==> src/rtl/mux_scan_sequencer.sv <==
// Scan sequencer for a 4:1 mux: steps the select lines through 0..3, samples the
// mux output after a settle time, and hands the 4-bit word out on valid/ready.
// Optional registered parity output when MUX_SCAN_PARITY_EN is defined.
module mux_scan_sequencer #(
    parameter int SETTLE_CYCLES = 2
) (
    input  logic       clk,
    input  logic       rst_n,
    input  logic       start,
    output logic       addr0,
    output logic       addr1,
    input  logic       mux_out,
    output logic [3:0] data,
    output logic       valid,
    input  logic       ready,
    output logic       busy
`ifdef MUX_SCAN_PARITY_EN
    ,
    output logic       parity
`endif
);

    // A settle time of 0 behaves as 1; the counter is 4 bits wide, so cap at 15.
    localparam int SETTLE_EFF = (SETTLE_CYCLES < 1)  ? 1  :
                                (SETTLE_CYCLES > 15) ? 15 : SETTLE_CYCLES;
    localparam logic [3:0] CNT_LAST = 4'(SETTLE_EFF - 1);

    typedef enum logic [1:0] {
        IDLE  = 2'd0,
        DRIVE = 2'd1,
        HOLD  = 2'd2
    } state_t;

    state_t     state, state_nxt;
    logic [1:0] addr, addr_nxt;
    logic [3:0] cnt, cnt_nxt;
    logic [3:0] data_nxt;
    logic       valid_nxt, busy_nxt;
    logic       sample;

    assign sample = (cnt == CNT_LAST);
    assign addr0  = addr[0];
    assign addr1  = addr[1];

    always_comb begin
        state_nxt = state;
        addr_nxt  = addr;
        cnt_nxt   = cnt;
        data_nxt  = data;
        valid_nxt = valid;
        busy_nxt  = busy;
        case (state)
            IDLE: begin
                if (start) begin
                    state_nxt = DRIVE;
                    addr_nxt  = 2'd0;
                    cnt_nxt   = 4'd0;
                    busy_nxt  = 1'b1;
                end
            end
            DRIVE: begin
                busy_nxt = 1'b1;
                if (sample) begin
                    // mux_out is captured as-is, including X/Z.
                    data_nxt[addr] = mux_out;
                    cnt_nxt        = 4'd0;
                    if (addr == 2'd3) begin
                        state_nxt = HOLD;
                        valid_nxt = 1'b1;
                        addr_nxt  = 2'd0;
                    end else begin
                        addr_nxt = addr + 2'd1;
                    end
                end else begin
                    cnt_nxt = cnt + 4'd1;
                end
            end
            HOLD: begin
                if (ready) begin
                    valid_nxt = 1'b0;
                    if (start) begin
                        // Back-to-back scan straight from the accept edge.
                        state_nxt = DRIVE;
                        addr_nxt  = 2'd0;
                        cnt_nxt   = 4'd0;
                        busy_nxt  = 1'b1;
                    end else begin
                        state_nxt = IDLE;
                        busy_nxt  = 1'b0;
                    end
                end
            end
            default: begin
                state_nxt = IDLE;
                addr_nxt  = 2'd0;
                cnt_nxt   = 4'd0;
                valid_nxt = 1'b0;
                busy_nxt  = 1'b0;
            end
        endcase
    end

    always_ff @(posedge clk or negedge rst_n) begin
        if (!rst_n) begin
            state <= IDLE;
            addr  <= 2'd0;
            cnt   <= 4'd0;
            data  <= 4'b0000;
            valid <= 1'b0;
            busy  <= 1'b0;
        end else begin
            state <= state_nxt;
            addr  <= addr_nxt;
            cnt   <= cnt_nxt;
            data  <= data_nxt;
            valid <= valid_nxt;
            busy  <= busy_nxt;
        end
    end

`ifdef MUX_SCAN_PARITY_EN
    always_ff @(posedge clk or negedge rst_n) begin
        if (!rst_n) parity <= 1'b0;
        else        parity <= ^data_nxt;
    end
`endif

endmodule

==> config.mk <==
export PLATFORM = sky130hd
export DESIGN_NAME = mux_scan_sequencer
export DESIGN_NICKNAME = d
export VERILOG_FILES = /design/src/rtl/mux_scan_sequencer.sv
export SDC_FILE = /design/constraint.sdc
export NUM_CORES = 1
export LEC_CHECK = 0
export CAP_MARGIN = 20
export CELL_PAD_IN_SITES_DETAIL_PLACEMENT = 1
export CELL_PAD_IN_SITES_GLOBAL_PLACEMENT = 2
export CORE_AREA = 2 2 55 57
export DETAILED_ROUTE_END_ITERATION = 10
export DIE_AREA = 0 0 57 59
export GPL_TIMING_DRIVEN = 0
export PLACE_DENSITY = 0.73
export SETUP_SLACK_MARGIN = 0.2
export SYNTH_ARGS = -nofsm -noshare
export SYNTH_HDL_FRONTEND = slang
export SYNTH_SLANG_ARGS = --single-unit
==> constraint.sdc <==
create_clock -name clk -period 3.2 [get_ports clk]
set_input_delay 0.48 -clock clk [delete_from_list [all_inputs] [get_ports clk]]
set_output_delay 0.48 -clock clk [all_outputs]
set_load 0.005 [all_outputs]
==> reports/metrics.yaml <==
critical_path:
  r2r_end: "data[3]"
  cp-end-kind: "primary output"
  arrival_ns: 1.26
  crit_path_max_fanout: 6
  critPathSlowestCell: "clkdlybuf4s50_1"
  cp_top_family: "buffers and inverters"
  cp-start-kind: "flop"
  path_class: "reg -> out"
  rr_startpoint: "cnt[1]"
  path_cells: "clkdlybuf4s50_1"
  rr_worst_depth: 7
  cp.required_ns: 2.72
  crit_path_max_incr_delay_ns: 0.53
  regToRegSetupSlack_ns: 1.54
  path_buf_inv: 1
  crit_cells: 1
routing:
  vias_per_cell: 4.55
  dr_wl_met3_um: 86
  vias: 532
  wirelength_mm: 1.43
  met2WireLength_um: 631
  routed.top_layer: "met4"
  wire_per_inst_um: 12.2
  dr.pass1.iters: 3
  wl_met1_um: 695
  drtIter0Drc: 4
  remaining_drc_errors: 0
  ant_nets: 0
floorplan:
  rows: 19
  die-area_um2: 3360
  die_w_um: 57
  coreArea_um2: 2710
  initial_utilization: 0.271
  io_pins: 13
  dieHeight_um: 59
sta:
  clock_skew_ns: 0.00204
  finalSetupTns_ns: 0
  setup_viol: 0
  rsz0062_at_grt: "no"
  finalHoldViolCount: 0
  min_period_over_period: 0.544
  setup_slack_ns: 1.46
  max-slew-margin-rel: 0.561
  finalCriticalPeriod_ns: 1.74
  fmax_ghz: 0.574
  worst_pin_slew_ns: 0.657
  maxSlewViolCount: 0
place:
  gp_congestion: 0.746
  place_hpwl_mm: 1.11
  port_buffers: 12
  dp_slack_ns: 1.32
grt:
  antenna_found_initial: 0
  grt_pass1_vias: 591
  global_route.overflow_total: 0
  grt_pass1_wl_mm: 2.66
  track_usage: 0.104
  grt_max_degree: 15
clock_tree:
  ctsHoldBuffers: 0
  cts_tree: "done"
  cts_setup_buffers: 0
  cts_resized: 0
  clkTransAtPathRegs_ns: 0.09
  cts_buffers: 3
  clock_latency_ns: 0.28
  clockRootBuffer: "clkbuf_4"
  clk_path_buf_depth: 2
  cts_max_level: 1
  cts.sinks: 14
layout:
  drive_above_1_share: 0.174
  syn_to_final_growth_pct: 26.5
  insertedDiodeCount: 0
  nets: 98
  fin_util: 0.343
outcome:
  status: "complete, no violations"
worst_hold_path:
  min_delay_path_depth: 2
  hp-class: "reg -> reg"
  hp-start: "valid"
  min_to: "valid"
synthesis:
  synth.mux.area_fraction: 0.0816
  synth-warning-count: 0
  synth_compound_area_frac: 0.126
  synth_fp_nets: 81
  synth_xor_area_frac: 0
  synth_cell_types: 21
  ys_seq_elements: 14
  synthCells: 70
  syn_area_um2: 736
  ys_seq_area_frac: 0.476
  synthSimpleGateAreaFrac: 0.184
  synth_top_family_by_area: "simple AND/OR/NAND/NOR gates"
  syn_area_per_cell_um2: 10.5
  synthAdderAreaFrac: 0.102
pwr:
  leakagePower_nw: 0.445
  ir_drop_v: 0.000351
  p_total_mw: 0.785
  p_per_area_nw_per_um2: 843
flow_run:
  maxCapViolCount: 0
flip-flops by register name, indices dropped and copies added, names as in the netlist:
| name | flops |
|---|---|
| addr | 2 |
| busy | 1 |
| cnt | 4 |
| data | 4 |
| state | 2 |
| valid | 1 |
per-layer routing:
metal  vias to the layer above  GRT usage
li1                        264          -
met1                       251      0.126
met2                        15      0.176
met3                         2     0.0415
met4                         0     0.0199
met5                         -          0
cell type report:
class | count | area (um^2)
fill | 315 | 1780
multi-input combinational | 52 | 363
sequential | 14 | 350
timing repair buffer | 12 | 120
tap | 31 | 38.8
clock buffer | 4 | 36.3
buffer | 1 | 11.3
inverter | 3 | 11.3
kinds of logic (layout without fill, tap and decap cells):
family,count (synthesis),in the layout
and+or+nand+nor,26,26
AOI/OAI and AO/OA,16,16
DFF,14,14
adders and majority gates,6,6
muxes,4,4
buffers and inverters,4,20
how the worst max path moves through the flow:
| stage | endpoint | from | slack, ns |
|---|---|---|---|
| 2_1_floorplan | data[3] | cnt[1] | 1.67 |
| 3_3_place_gp | addr[1] | ready | 1.37 |
| 3_5_place_dp | addr[0] | ready | 1.32 |
| 4_1_cts | addr0 | addr[0] | 1.42 |
| 5_1_grt | addr0 | addr[0] | 1.37 |
| 6_report | addr0 | addr[0] | 1.46 |
Yosys cell counts:
cell type,n,area (um^2)
nand2b_1,2,12.5
a21o_2,1,8.76
o21a_1,1,7.51
a21oi_1,2,10.0
buf_6,1,11.3
or2_1,1,6.26
o21ai_1,1,5.00
and3b_1,1,8.76
o21ai_0,9,45.0
nor2_1,6,22.5
dfrtp_1,14,350
nand2_4,1,11.3
a21o_1,1,7.51
inv_1,3,11.3
nand3_1,1,5.00
nand2_1,10,37.5
mux2_4,4,60.1
ha_1,6,75.1
a22o_1,1,8.76
nand2_2,3,18.8
nor3b_2,1,12.5
layout by cell type (no fill, tap or decap):
cell type	count
o21a_1	1
nor2_1	6
nand2_1	10
a21o_2	1
a21oi_1	2
or2_1	1
clkbuf_4	3
buf_6	1
mux2_4	4
a22o_1	1
nand2b_1	2
nor3b_2	1
o21ai_0	9
nand2_4	1
nand2_2	3
clkdlybuf4s50_1	12
a21o_1	1
ha_1	6
nand3_1	1
inv_1	3
and3b_1	1
dfrtp_1	14
clkbuf_8	1
o21ai_1	1
power by group:
part           internal, mW  total, mW  switching (mW)
logic                 0.203      0.344           0.141
registers             0.247      0.312          0.0650
clock network        0.0692      0.129          0.0594
tightest hold or removal path, cell delays in order (launching register included):
cell,delay [ns]
dfrtp_1,0.36
nand2_1,0.05
nand2_1,0.05
per-stage QoR:
step                hold slack, ns  instance area (um^2)  std cells
global route                 0.538                   931        117
floorplan                    0.184                   736         70
global placement             0.460                   895        113
CTS                          0.503                   931        117
finish                       0.495                   931        117
detailed placement           0.476                   895        113
Power figures use the tool's default switching activity.
